<file path="config.mk">
export PLATFORM = sky130hd
export DESIGN_NAME = core_requester
export DESIGN_NICKNAME = d
export VERILOG_FILES = /design/src/rtl/core_req_pkg.sv /design/src/rtl/core_req_fifo.sv /design/src/rtl/core_requester.sv
export SDC_FILE = /design/constraint.sdc
export NUM_CORES = 1
export LEC_CHECK = 0
export ABC_CLOCK_PERIOD_IN_PS = 2800
export CORE_UTILIZATION = 28
export CTS_CLUSTER_SIZE = 14
export DETAILED_ROUTE_END_ITERATION = 12
export GPL_ROUTABILITY_DRIVEN = 0
export SETUP_SLACK_MARGIN = 0.4
export SYNTH_ARGS = -nofsm -noshare
export SYNTH_HDL_FRONTEND = slang
export SYNTH_HIERARCHICAL = 1
export SYNTH_SLANG_ARGS = --single-unit
</file>
<file path="constraint.sdc">
create_clock -name clk -period 2.8 [get_ports clk]
set_input_delay 0.56 -clock clk [delete_from_list [all_inputs] [get_ports clk]]
set_output_delay 0.56 -clock clk [all_outputs]
set_load 0.005 [all_outputs]
</file>
<file path="src/rtl/core_req_pkg.sv">
// Shared types and constants for the division/root core requester.
// Holds the FSM state encoding, mode values, operand/result widths and the
// packed command record stored in the command FIFO.
package core_req_pkg;

    localparam int unsigned D1_W   = 10;
    localparam int unsigned D2_W   = 3;
    localparam int unsigned RES_W  = 20;
    localparam int unsigned TCNT_W = 8;

    localparam logic MODE_DIV  = 1'b0;
    localparam logic MODE_ROOT = 1'b1;

    // One queued operation: mode plus both operands (14 bits).
    typedef struct packed {
        logic            mode;
        logic [D1_W-1:0] d1;
        logic [D2_W-1:0] d2;
    } cmd_t;

    localparam int unsigned CMD_W = $bits(cmd_t);

    typedef enum logic [2:0] {
        ST_IDLE,
        ST_ISSUE,
        ST_WAIT,
        ST_RESP,
        ST_CLEAR
    } state_t;

endpackage

</file>
<file path="src/rtl/core_req_fifo.sv">
// Synchronous command FIFO with full/empty flags.
// Ports: clk, rst (sync, active-high), push/din, pop/dout (show-ahead), full, empty.
// Push is ignored when full, pop is ignored when empty.
module core_req_fifo #(
    parameter int unsigned DEPTH = 4,
    parameter int unsigned W     = 14
) (
    input  logic         clk,
    input  logic         rst,
    input  logic         push,
    input  logic [W-1:0] din,
    input  logic         pop,
    output logic [W-1:0] dout,
    output logic         full,
    output logic         empty
);

    localparam int unsigned AW = (DEPTH > 1) ? $clog2(DEPTH) : 1;

    logic [W-1:0]  mem [DEPTH];
    logic [AW-1:0] wr_ptr;
    logic [AW-1:0] rd_ptr;
    logic [AW:0]   count;
    logic          do_push;
    logic          do_pop;

    assign full    = (count == (AW+1)'(DEPTH));
    assign empty   = (count == '0);
    // Refusal on full holds even when a pop happens in the same cycle.
    assign do_push = push && !full;
    assign do_pop  = pop && !empty;
    assign dout    = mem[rd_ptr];

    // Pointers and occupancy; power-of-two depth makes the pointers wrap naturally.
    always_ff @(posedge clk) begin
        if (rst) begin
            wr_ptr <= '0;
            rd_ptr <= '0;
            count  <= '0;
        end else begin
            if (do_push) wr_ptr <= wr_ptr + AW'(1);
            if (do_pop)  rd_ptr <= rd_ptr + AW'(1);
            count <= count + (AW+1)'(do_push) - (AW+1)'(do_pop);
        end
    end

    // Storage array, no reset needed.
    always_ff @(posedge clk) begin
        if (do_push) mem[wr_ptr] <= din;
    end

endmodule

</file>
<file path="src/rtl/core_requester.sv">
// Initiator feeding the division/root core one operation at a time.
// Ports: cmd_* (ready/valid command in), core_* (core start/operands/reset and
// level-held result in), rsp_* (ready/valid response out), timeout_cnt.
// Commands are buffered in a FIFO; the core's sticky out_valid is cleared by a
// one-cycle core reset pulse after every response handshake.
module core_requester
    import core_req_pkg::*;
#(
    parameter int unsigned FIFO_DEPTH = 4,
    parameter int unsigned TIMEOUT    = 64
) (
    input  logic              clk,
    input  logic              rst,
    input  logic              cmd_valid,
    output logic              cmd_ready,
    input  logic              cmd_mode,
    input  logic [D1_W-1:0]   cmd_data_1,
    input  logic [D2_W-1:0]   cmd_data_2,
    output logic              core_rst_n,
    output logic              core_in_valid,
    output logic              core_in_mode,
    output logic [D1_W-1:0]   core_in_data_1,
    output logic [D2_W-1:0]   core_in_data_2,
    input  logic              core_out_valid,
    input  logic [RES_W-1:0]  core_out_data,
    output logic              rsp_valid,
    input  logic              rsp_ready,
    output logic [RES_W-1:0]  rsp_data,
    output logic              rsp_mode,
    output logic              rsp_timeout,
    output logic [TCNT_W-1:0] timeout_cnt
);

    localparam int unsigned WCNT_W = (TIMEOUT > 1) ? $clog2(TIMEOUT) : 1;

    state_t            state;
    state_t            state_next;
    logic [WCNT_W-1:0] wait_cnt;
    logic              fifo_pop;
    logic              fifo_full;
    logic              fifo_empty;
    logic              got_result;
    logic              timed_out;
    cmd_t              fifo_din;
    cmd_t              fifo_dout;

    assign fifo_din  = '{mode: cmd_mode, d1: cmd_data_1, d2: cmd_data_2};
    assign cmd_ready = !fifo_full && !rst;

    core_req_fifo #(
        .DEPTH (FIFO_DEPTH),
        .W     (CMD_W)
    ) u_fifo (
        .clk   (clk),
        .rst   (rst),
        .push  (cmd_valid && cmd_ready),
        .din   (fifo_din),
        .pop   (fifo_pop),
        .dout  (fifo_dout),
        .full  (fifo_full),
        .empty (fifo_empty)
    );

    // State register.
    always_ff @(posedge clk) begin
        if (rst) state <= ST_IDLE;
        else     state <= state_next;
    end

    // Next state, FIFO pop and WAIT outcome; a result beats a same-cycle timeout.
    always_comb begin
        state_next = state;
        fifo_pop   = 1'b0;
        got_result = 1'b0;
        timed_out  = 1'b0;
        case (state)
            ST_IDLE: begin
                if (!fifo_empty) begin
                    fifo_pop   = 1'b1;
                    state_next = ST_ISSUE;
                end
            end
            ST_ISSUE: state_next = ST_WAIT;
            ST_WAIT: begin
                if (core_out_valid) begin
                    got_result = 1'b1;
                    state_next = ST_RESP;
                end else if (wait_cnt == WCNT_W'(TIMEOUT - 1)) begin
                    timed_out  = 1'b1;
                    state_next = ST_RESP;
                end
            end
            ST_RESP: begin
                if (rsp_ready) state_next = ST_CLEAR;
            end
            ST_CLEAR: state_next = ST_IDLE;
            default:  state_next = ST_IDLE;
        endcase
    end

    // Registered outputs, decoded from the next state so they line up with it.
    // The core_in_* registers double as the operation registers.
    always_ff @(posedge clk) begin
        if (rst) begin
            wait_cnt       <= '0;
            core_rst_n     <= 1'b0;
            core_in_valid  <= 1'b0;
            core_in_mode   <= 1'b0;
            core_in_data_1 <= '0;
            core_in_data_2 <= '0;
            rsp_valid      <= 1'b0;
            rsp_data       <= '0;
            rsp_mode       <= 1'b0;
            rsp_timeout    <= 1'b0;
            timeout_cnt    <= '0;
        end else begin
            core_rst_n    <= (state_next != ST_CLEAR);
            core_in_valid <= (state_next == ST_ISSUE);
            rsp_valid     <= (state_next == ST_RESP);

            if (fifo_pop) begin
                core_in_mode   <= fifo_dout.mode;
                core_in_data_1 <= fifo_dout.d1;
                core_in_data_2 <= fifo_dout.d2;
            end else if (state_next == ST_CLEAR || state_next == ST_IDLE) begin
                core_in_mode   <= 1'b0;
                core_in_data_1 <= '0;
                core_in_data_2 <= '0;
            end

            if (state == ST_ISSUE)     wait_cnt <= '0;
            else if (state == ST_WAIT) wait_cnt <= wait_cnt + WCNT_W'(1);

            if (got_result) begin
                rsp_data    <= core_out_data;
                rsp_mode    <= core_in_mode;
                rsp_timeout <= 1'b0;
            end else if (timed_out) begin
                rsp_data    <= '0;
                rsp_mode    <= core_in_mode;
                rsp_timeout <= 1'b1;
                if (timeout_cnt != '1) timeout_cnt <= timeout_cnt + TCNT_W'(1);
            end
        end
    end

endmodule

</file>
==> results of run 1 <==
[layout make-up]
type	count	share of cell area, %
antenna	1	0.0391
clock buffer	17	6.64
clock inverter	15	2.99
inverter	13	0.762
multi-input combinational	178	23.6
sequential	121	46.7
tap	216	4.22
timing repair buffer	100	15.1
[stage by stage]
stage	hold WS, ns	instance area (um2)	utilization [%]	std cells	power [mW]
floorplan	0.457	4650	-	329	2.93
finish	0.474	6410	40.2	661	5.64
CTS	0.472	6380	40.0	659	5.69
detailed placement	0.461	5750	36.1	626	3.39
global route	0.489	6400	40.2	660	5.93
global placement	0.460	5750	36.1	626	3.36
[flip-flops by register name, summed over array words and instances, names as in the netlist, 2 cells and up, named ones only]
name and cells:
state 3, u_fifo/mem 56, rsp_data 20, wait_cnt 6
core_in_data_2 3, core_in_data_1 10, timeout_cnt 8, u_fifo/count 3
u_fifo/rd_ptr 2, u_fifo/wr_ptr 2
[worst paths after layout]
path / endpoint / slack (ns) / startpoint
setup / recovery: cmd_ready / 0.55 / u_fifo/count[2]
hold / removal: rsp_timeout / 0.47 / rsp_timeout
setup reg to reg: u_fifo/count[2] / 0.55 / u_fifo/count[2]
hold reg to reg: rsp_timeout / 0.47 / rsp_timeout
[routing by layer]
layer  global-route usage (%)  vias to the layer above  wire length [um]
li1                         -                     1455                 -
met1                     15.0                     1462              4510
met2                     19.7                       87              4460
met3                     4.47                       15               542
met4                     6.16                        0               161
met5                        0                        -                 0
[power groups by stage]
stage                     registers [mW]  logic, mW  clock network, mW
after floorplan                     2.20      0.736                  0
final                               2.20       1.17               2.26
after detailed placement            2.23       1.16                  0
after global routing                2.23       1.30               2.40
after global placement              2.22       1.14                  0
after CTS                           2.20       1.17               2.32
[logic make-up after synthesis]
kind of cell	synth area share [%]
DFF	65.1
and+or+nand+nor	9.04
AOI/OAI and AO/OA	11.2
buffers and inverters	3.17
muxes	7.32
adders and majority gates	2.62
xor gates and xnor gates	1.53
[what timing repair did]
item                       4_1_cts  5_1_grt
setup endpoints to repair        2        2
hold buffers                     0        0
gates resized for setup          1        6
setup buffers                    1        1
pin swaps                        0        1
[critical path, stage by stage, from the launching register on]
cell	delay, ns
dfxtp_2	0.39
nor3b_4	0.26
nor2_4	0.05
buf_4	0.13
clkdlybuf4s50_1	0.45
[cell usage in the layout, fill, tap and decap left out, types with 3 or more instances in the layout]
cell type         n
nand4_1           3
xor2_1            5
bufinv_16         3
nand3_1           5
clkbuf_16        17
clkinvlp_4        3
edfxtp_1         56
inv_6             4
and2_1            4
a21oi_1          12
nand2_1           9
o21ai_0           3
o31ai_1           4
or4_1             4
ha_1              7
nor2_1           26
o21a_1            3
inv_1            12
or3_1             4
nand2b_1          3
a22oi_1          14
clkdlybuf4s50_1  85
a211oi_1          3
mux4_2           14
buf_4            14
dfxtp_1          62
a22o_1           20
==> impl_summary.md, run 1 <==
Synth
dfxtp_1 is the most common cell in the netlist. Sorting the synthesized cells by how often they occur yields dfxtp_1, edfxtp_1, nor2_1, a22o_1. The number of storage elements in the synthesis netlist is 121. For this run, the register share of the synthesized area comes to 65.1%.

The largest total area in the synthesized netlist belongs to edfxtp_1. The async set or reset register ratio after synthesis is 0%. The synthesized area is 0.00458 mm2. The count of distinct cell types in the synthesized netlist is 48. The proportion of netlist area held by the largest area contributor is 36.7%. In this run, synthesis inferred 56 flip-flops with an integrated enable. The net count after synthesis is 377. A synthesized cell averages 13.9 um2. In the post-synthesis netlist, the biggest area contributors are edfxtp_1, dfxtp_1, mux4_2, a22o_1, a22oi_1.

The number of warnings printed during yosys synthesis is 6. Among all flip-flop cells after synthesis, the most frequent one is dfxtp_1. Counting every instance in the synthesized netlist gives 329.

Die
The total die area is 0.0169 mm2. The chip width is 130 um. The area of the core is 0.0159 mm2.

In this run the core area contains 46 standard-cell rows. Once the floorplan was initialized, standard cells occupied 28.7% of the core. The die is 130 um tall. 87 I/O pins were placed.

GRT
The combined global-route utilization of all metal layers is 12.4%. The via count of the first global-routing pass is 2,980. Summed over all layers, the global routing overflow is 0. The first global-routing pass estimated 15,300 um of wire. The initial antenna violation count was 1. Entering global routing, the biggest net connects 39 pins.

Clocking
The clock net sink count is 121. The TritonCTS clock tree is done. The library cell used as clock root buffer is clkbuf_16. In this run the deepest clock path goes through 2 buffers. The CTS H-tree depth is 4.

The number of buffers created by CTS is 17. The clock-pin slew on the worst setup and hold paths is 0.06 ns. The clock reaches the later pin of the worst-skew pair after 0.41 ns.

STA
On the final layout, the worst clock skew is 0.00579 ns. For the pin with the worst max-slew slack, the measured transition is 0.760 ns. Setup repair after global routing left no endpoint under its margin. The worst relative slew slack is 49.2%. The number of hold violations in the final report came to 0. Subtracting the final worst setup slack from the clock period gives 2.25 ns.

The number of max-slew violations in the final report was 0. Derived from the worst setup path, the maximum achievable clock frequency is 444 MHz. Dividing the final minimum period by the clock period gives 80.4%. Setup violations remaining at the end of the flow were counted as 0. Once routing completed, OpenROAD measured the worst setup slack at 0.550 ns. The final total negative setup slack is 0 ns.

Route
For this block, the routed nets add up to 9670 um of wire. The number of routed nets with antenna violations is 0. After the first detailed-routing iteration, the DRC count stood at 162. The detailed router placed 3,019 vias in this run. The remaining design rule violation count is 0.

The first TritonRoute pass finished after 4 iterations. Dividing the detail-routed via count by the number of cells gives 4.57. The average wire per standard cell is 14.6 um.

Final layout
The multi-input combinational cells in the finished layout cover a total of 0.00151 mm2. After filler insertion, the fill cell instance count of the layout stands at 1,502. The sequential cells in the finished layout cover a total of 0.00299 mm2.

The post-route netlist has 17.3% of its cells at a drive strength greater than 1. The net total in the final layout is 479. The layout-stage area growth over the synthesis result is 39.8%.

Power
The clock power share is 40.1%. Per report_power, the combinational group accounts for 20.8% of the total. The total leakage power is 2.23 nW. The worst voltage drop across the vdd grid is 515 uV. Dividing total power by cell area gives a power density of 880 mW/mm2. For this design the total switching power over the nets is 1.50 mW. The internal portion of the total power is 4.14 mW. The switching share of total power is 26.6%. Sequential cells account for 39.1% of the total power.

Job
Across the run, the number of max-cap violations was 0.

Worst setup path
At the worst endpoint, the arrival time is 1.69 ns. The number of cells on the worst reg-to-reg path is 12. The startpoint kind of the worst setup timing path is a flop. The setup path with the least slack is of type reg -> out. The data required time of the critical path is 2.24 ns.

Along the worst path, the maximum fanout reaches 4. STA classifies the critical path endpoint as an output pin.

Outcome
The flow ran to the end, and the final reports show no timing, DRC or antenna violations.

Place
The number of port buffers is 86. The HPWL after detailed placement is 6230 um. At the placement stage, the worst setup path has a slack of 0.00659 ns.

Hold path
In this run the worst hold path is classified as reg -> reg. The worst hold path cell count is 2.
Note: power is estimated with default switching activity, not from simulation.
==> run 2, diff against run 1 <==
Settings changed: ABC_CLOCK_PERIOD_IN_PS 2800 to 1900.
Clock period 2.8 ns to 1.9 ns, I/O delays scaled along.
==> run 2 against run 1 <==
Against the previous run:
- the run now ends with negative setup slack left
- worst hold slack lost 0.0083 ns
- count of clock-buffer cells in the layout grew 3
- final cell count grew 8.8%
- design area grew 18%
- largest cell class unchanged
==> impl_summary.md, run 2 (same netlist as run 1, synthesis figures left out) <==
Outcome
The flow ran to the end, but the final reports show violations. The checks that failed: negative setup slack.

Place
The number of port buffers is 86 (unchanged). The HPWL after detailed placement is 6420 um (+3.0%). The instance count after placement with tap cells included is 642 (+2.6%).

Worst setup path
The number of buffers and inverters on the critical path was 3 (+1). The slowest stage of the critical path is the dfxtp_4 cell. The start point of the critical path is u_fifo/count[2].

Following the worst setup path forward leads to its endpoint at u_fifo/count[2]. The highest cell delay on the worst timing path was 0.35 ns (-0.10 ns). In this run the critical register-to-register path is captured at u_fifo/count[2].

The arrival time of data at the critical path endpoint is 2.50 ns (+0.81 ns). The worst register-to-register path begins at u_fifo/count[2]. In this design, the largest share of critical-path delay is due to adder cells.

The worst setup path is captured at a flop. The maximum fanout along the worst path was 3 (-1). The data required time of the critical path was 2.21 ns (-0.03 ns).

The cell count along the critical path is 13 (+9). The startpoint kind of the worst setup timing path is a flop. The worst setup path category is reg -> reg. The count of cells along the worst register-to-register path came to 13 (+1). The minimum setup slack among reg-to-reg paths is -0.30 ns (-0.85 ns). Traced cell by cell, the critical path runs through nor3b_4 > nor2_2 > and2_4 > inv_4 > nor2_4 > inv_2 > ha_4 > inv_2 > ha_4 > fa_2 > xnor2_2 > xnor2_1 > nor2_1.

Die
The overall die height is 130 um (unchanged). The number of core rows is 46 (unchanged). The total die area is 0.0169 mm2 (unchanged). The area of the core came to 0.0159 mm2 (unchanged). The initial cell density of the core came to 28.7% (unchanged). The number of I/O pins is 87 (unchanged).

The chip width was 130 um (unchanged).

Final layout
The end-of-flow core utilization is 47.3% (+7.1 points). The leading cell type in the layout, fill and taps excluded is edfxtp_1. The flip-flop count of the largest register, all copies and words added is 56 (unchanged). The net total in the final layout is 538 (+12%). The layout-stage area growth over the synthesis result is 64.7%.

In the final layout, the registers with the most flip-flops are u_fifo/mem (56), rsp_data (20), core_in_data_1 (10). Leaving out fill and tap cells, the most frequent cells in the layout are edfxtp_1, dfxtp_1, dlygate4sd2_1, clkdlybuf4s50_1, buf_6. The register bank with the most flops is u_fifo/mem. The fraction of final layout cells sized beyond drive strength 1 is 40.2% (+23 points). The filler cell count is 1,409 (-6.2%).

The final instance count without filler cells is 719 (+8.8%). The antenna diode instance count was 0 (-1).

Route
The met1 wire length came to 5170 um (+15%). The met3 routed wirelength is 666 um (+23%). The remaining design rule violation count came to 0 (unchanged). The number of routed nets with antenna violations is 0 (unchanged). In this run the top signal layer used is met4. The routed via count divided by cell count came to 4.61 (+1.0%).

The total routed wirelength came to 12,000 um (+24%). The met2 wirelength from detailed routing is 5940 um (+33%). The DRC marker count from the first detailed-route iteration is 81 (-50%). The total via count in the routed design is 3,317 (+9.9%). The average wire per standard cell is 16.6 um (+14%). The length of the first detailed-routing pass in iterations came to 4 (unchanged).

Clocking
The clock-pin slew on the worst setup and hold paths is 0.06 ns (about the same). The quantity of hold-fixing buffers added after cts is 0 (unchanged). The later-pin clock latency in the skew report is 0.42 ns (about the same). The library cell used as clock root buffer is clkbuf_16.

The number of buffers created by CTS is 17 (unchanged). The CTS H-tree depth came to 4 (unchanged). The clock net sink count was 121 (unchanged). The TritonCTS clock tree is done. The deepest clock path buffer count came to 2 (unchanged).

STA
The final period demand of the worst path is 2.20 ns. The number of hold violations in the final report was 0 (unchanged). The actual slew at the worst max-slew pin is 0.445 ns (-0.315 ns). The count of endpoints failing setup in the final report is 58 (+58). In the finished design, the share of the clock period the worst path needs comes to 116%. The worst relative slew slack is 70.1% (+21 points). The number of max-slew violations in the final report is 0 (unchanged).

The worst clock skew is 0.0105 ns (+0.00476 ns). Based on the critical path, the design can be clocked at up to 455 MHz. The final total negative setup slack came to -5.52 ns (-5.52 ns). Setup repair after global routing could not meet its margin everywhere. The post-layout worst setup margin is -0.297 ns (-0.846 ns).

Power
The worst voltage drop across the vdd grid is 840 uV (+63%). The total leakage power is 2.94 nW (+32%). The cell area power density is 1230 mW/mm2 (+40%). The total power draw is 9.27 mW (+64%).

Hold path
In this run the worst hold path is classified as reg -> reg.

GRT
The first-pass GRT wire length came to 17,900 um (+17%). The via count of the first global-routing pass was 3,318 (+11%). The pin count of the biggest net entering global routing is 20 (-49%). The initial antenna violation count was 0 (-1). The remaining global-route overflow was 0 (unchanged). The combined global-route utilization of all metal layers came to 14.9% (+2.4 points).

Job
The count of max-cap constraint violations is 0 (unchanged).
[run 2: changes by cell type in the layout (fill, tap and decap cells not counted), moves of 7 or more]
cell | before | now
buf_6 | 0 | 30
a21oi_2 | 0 | 7
dlygate4sd2_1 | 0 | 48
buf_4 | 14 | 23
dfxtp_1 | 62 | 48
a22oi_2 | 0 | 14
a22oi_1 | 14 | 0
buf_12 | 0 | 10
dfxtp_2 | 2 | 10
clkdlybuf4s50_1 | 85 | 37
a21oi_1 | 12 | 4
[run 2: final cells by class]
cell class	instances	area (um2)	share of cell area [%]
clock inverter	12	149	1.97
clock buffer	20	457	6.05
sequential	121	3020	40.0
inverter	13	51.3	0.680
timing repair buffer	158	1760	23.3
multi-input combinational	179	1840	24.3
tap	216	270	3.58
[run 2: timing repair]
action / CTS / global route
setup endpoints to repair: 149 / 120
cloned: 10 / 3
pin swaps: 41 / 50
setup buffers: 21 / 11
endpoints found under the hold margin: 0 / 0
resized for setup: 146 / 40
[run 2: layer usage]
metal / track usage, % / up-vias
met3: 4.72 / 14
met2: 24.5 / 83
li1: - / 1584
met1: 17.9 / 1636
met5: 0 / -
met4: 6.57 / 0
[run 2: worst register-to-register path, cell delays in order (launching register included)]
cell     delay [ns]
dfxtp_4        0.35
nor3b_4        0.15
nor2_2         0.11
and2_4         0.17
inv_4          0.03
nor2_4         0.09
inv_2          0.05
ha_4           0.26
inv_2          0.04
ha_4           0.14
fa_2           0.35
xnor2_2        0.17
xnor2_1        0.13
nor2_1         0.06
[run 2: stage by stage]
stage                     setup slack (ns)  hold slack (ns)  instance area [um2]
after detailed placement            -0.728            0.463                 5960
after floorplan                     -0.407            0.463                 4660
after CTS                           -0.304            0.461                 7200
final                               -0.297            0.466                 7550
after global routing                -0.434            0.487                 7550
after global placement              -0.690            0.461                 5960
[run 2: worst min-delay path by stage]
stage / depth (start not counted) / startpoint / slack, ns / endpoint
floorplan: 2 / u_fifo/rd_ptr[1] / 0.46 / flop
detailed placement: 1 / rsp_data[19] / 0.46 / rsp_data[19]
finish: 1 / timeout_cnt[6] / 0.47 / timeout_cnt[6]
CTS: 2 / rsp_timeout / 0.46 / rsp_timeout
global placement: 1 / rsp_data[13] / 0.46 / rsp_data[13]
global route: 1 / rsp_data[8] / 0.49 / rsp_data[8]
[run 2: power breakdown]
group	switching [mW]	total, mW	leakage, nW	internal (mW)
logic	1.16	2.76	1.61	1.60
registers	0.204	3.24	1.05	3.04
clock network	1.15	3.27	0.289	2.12
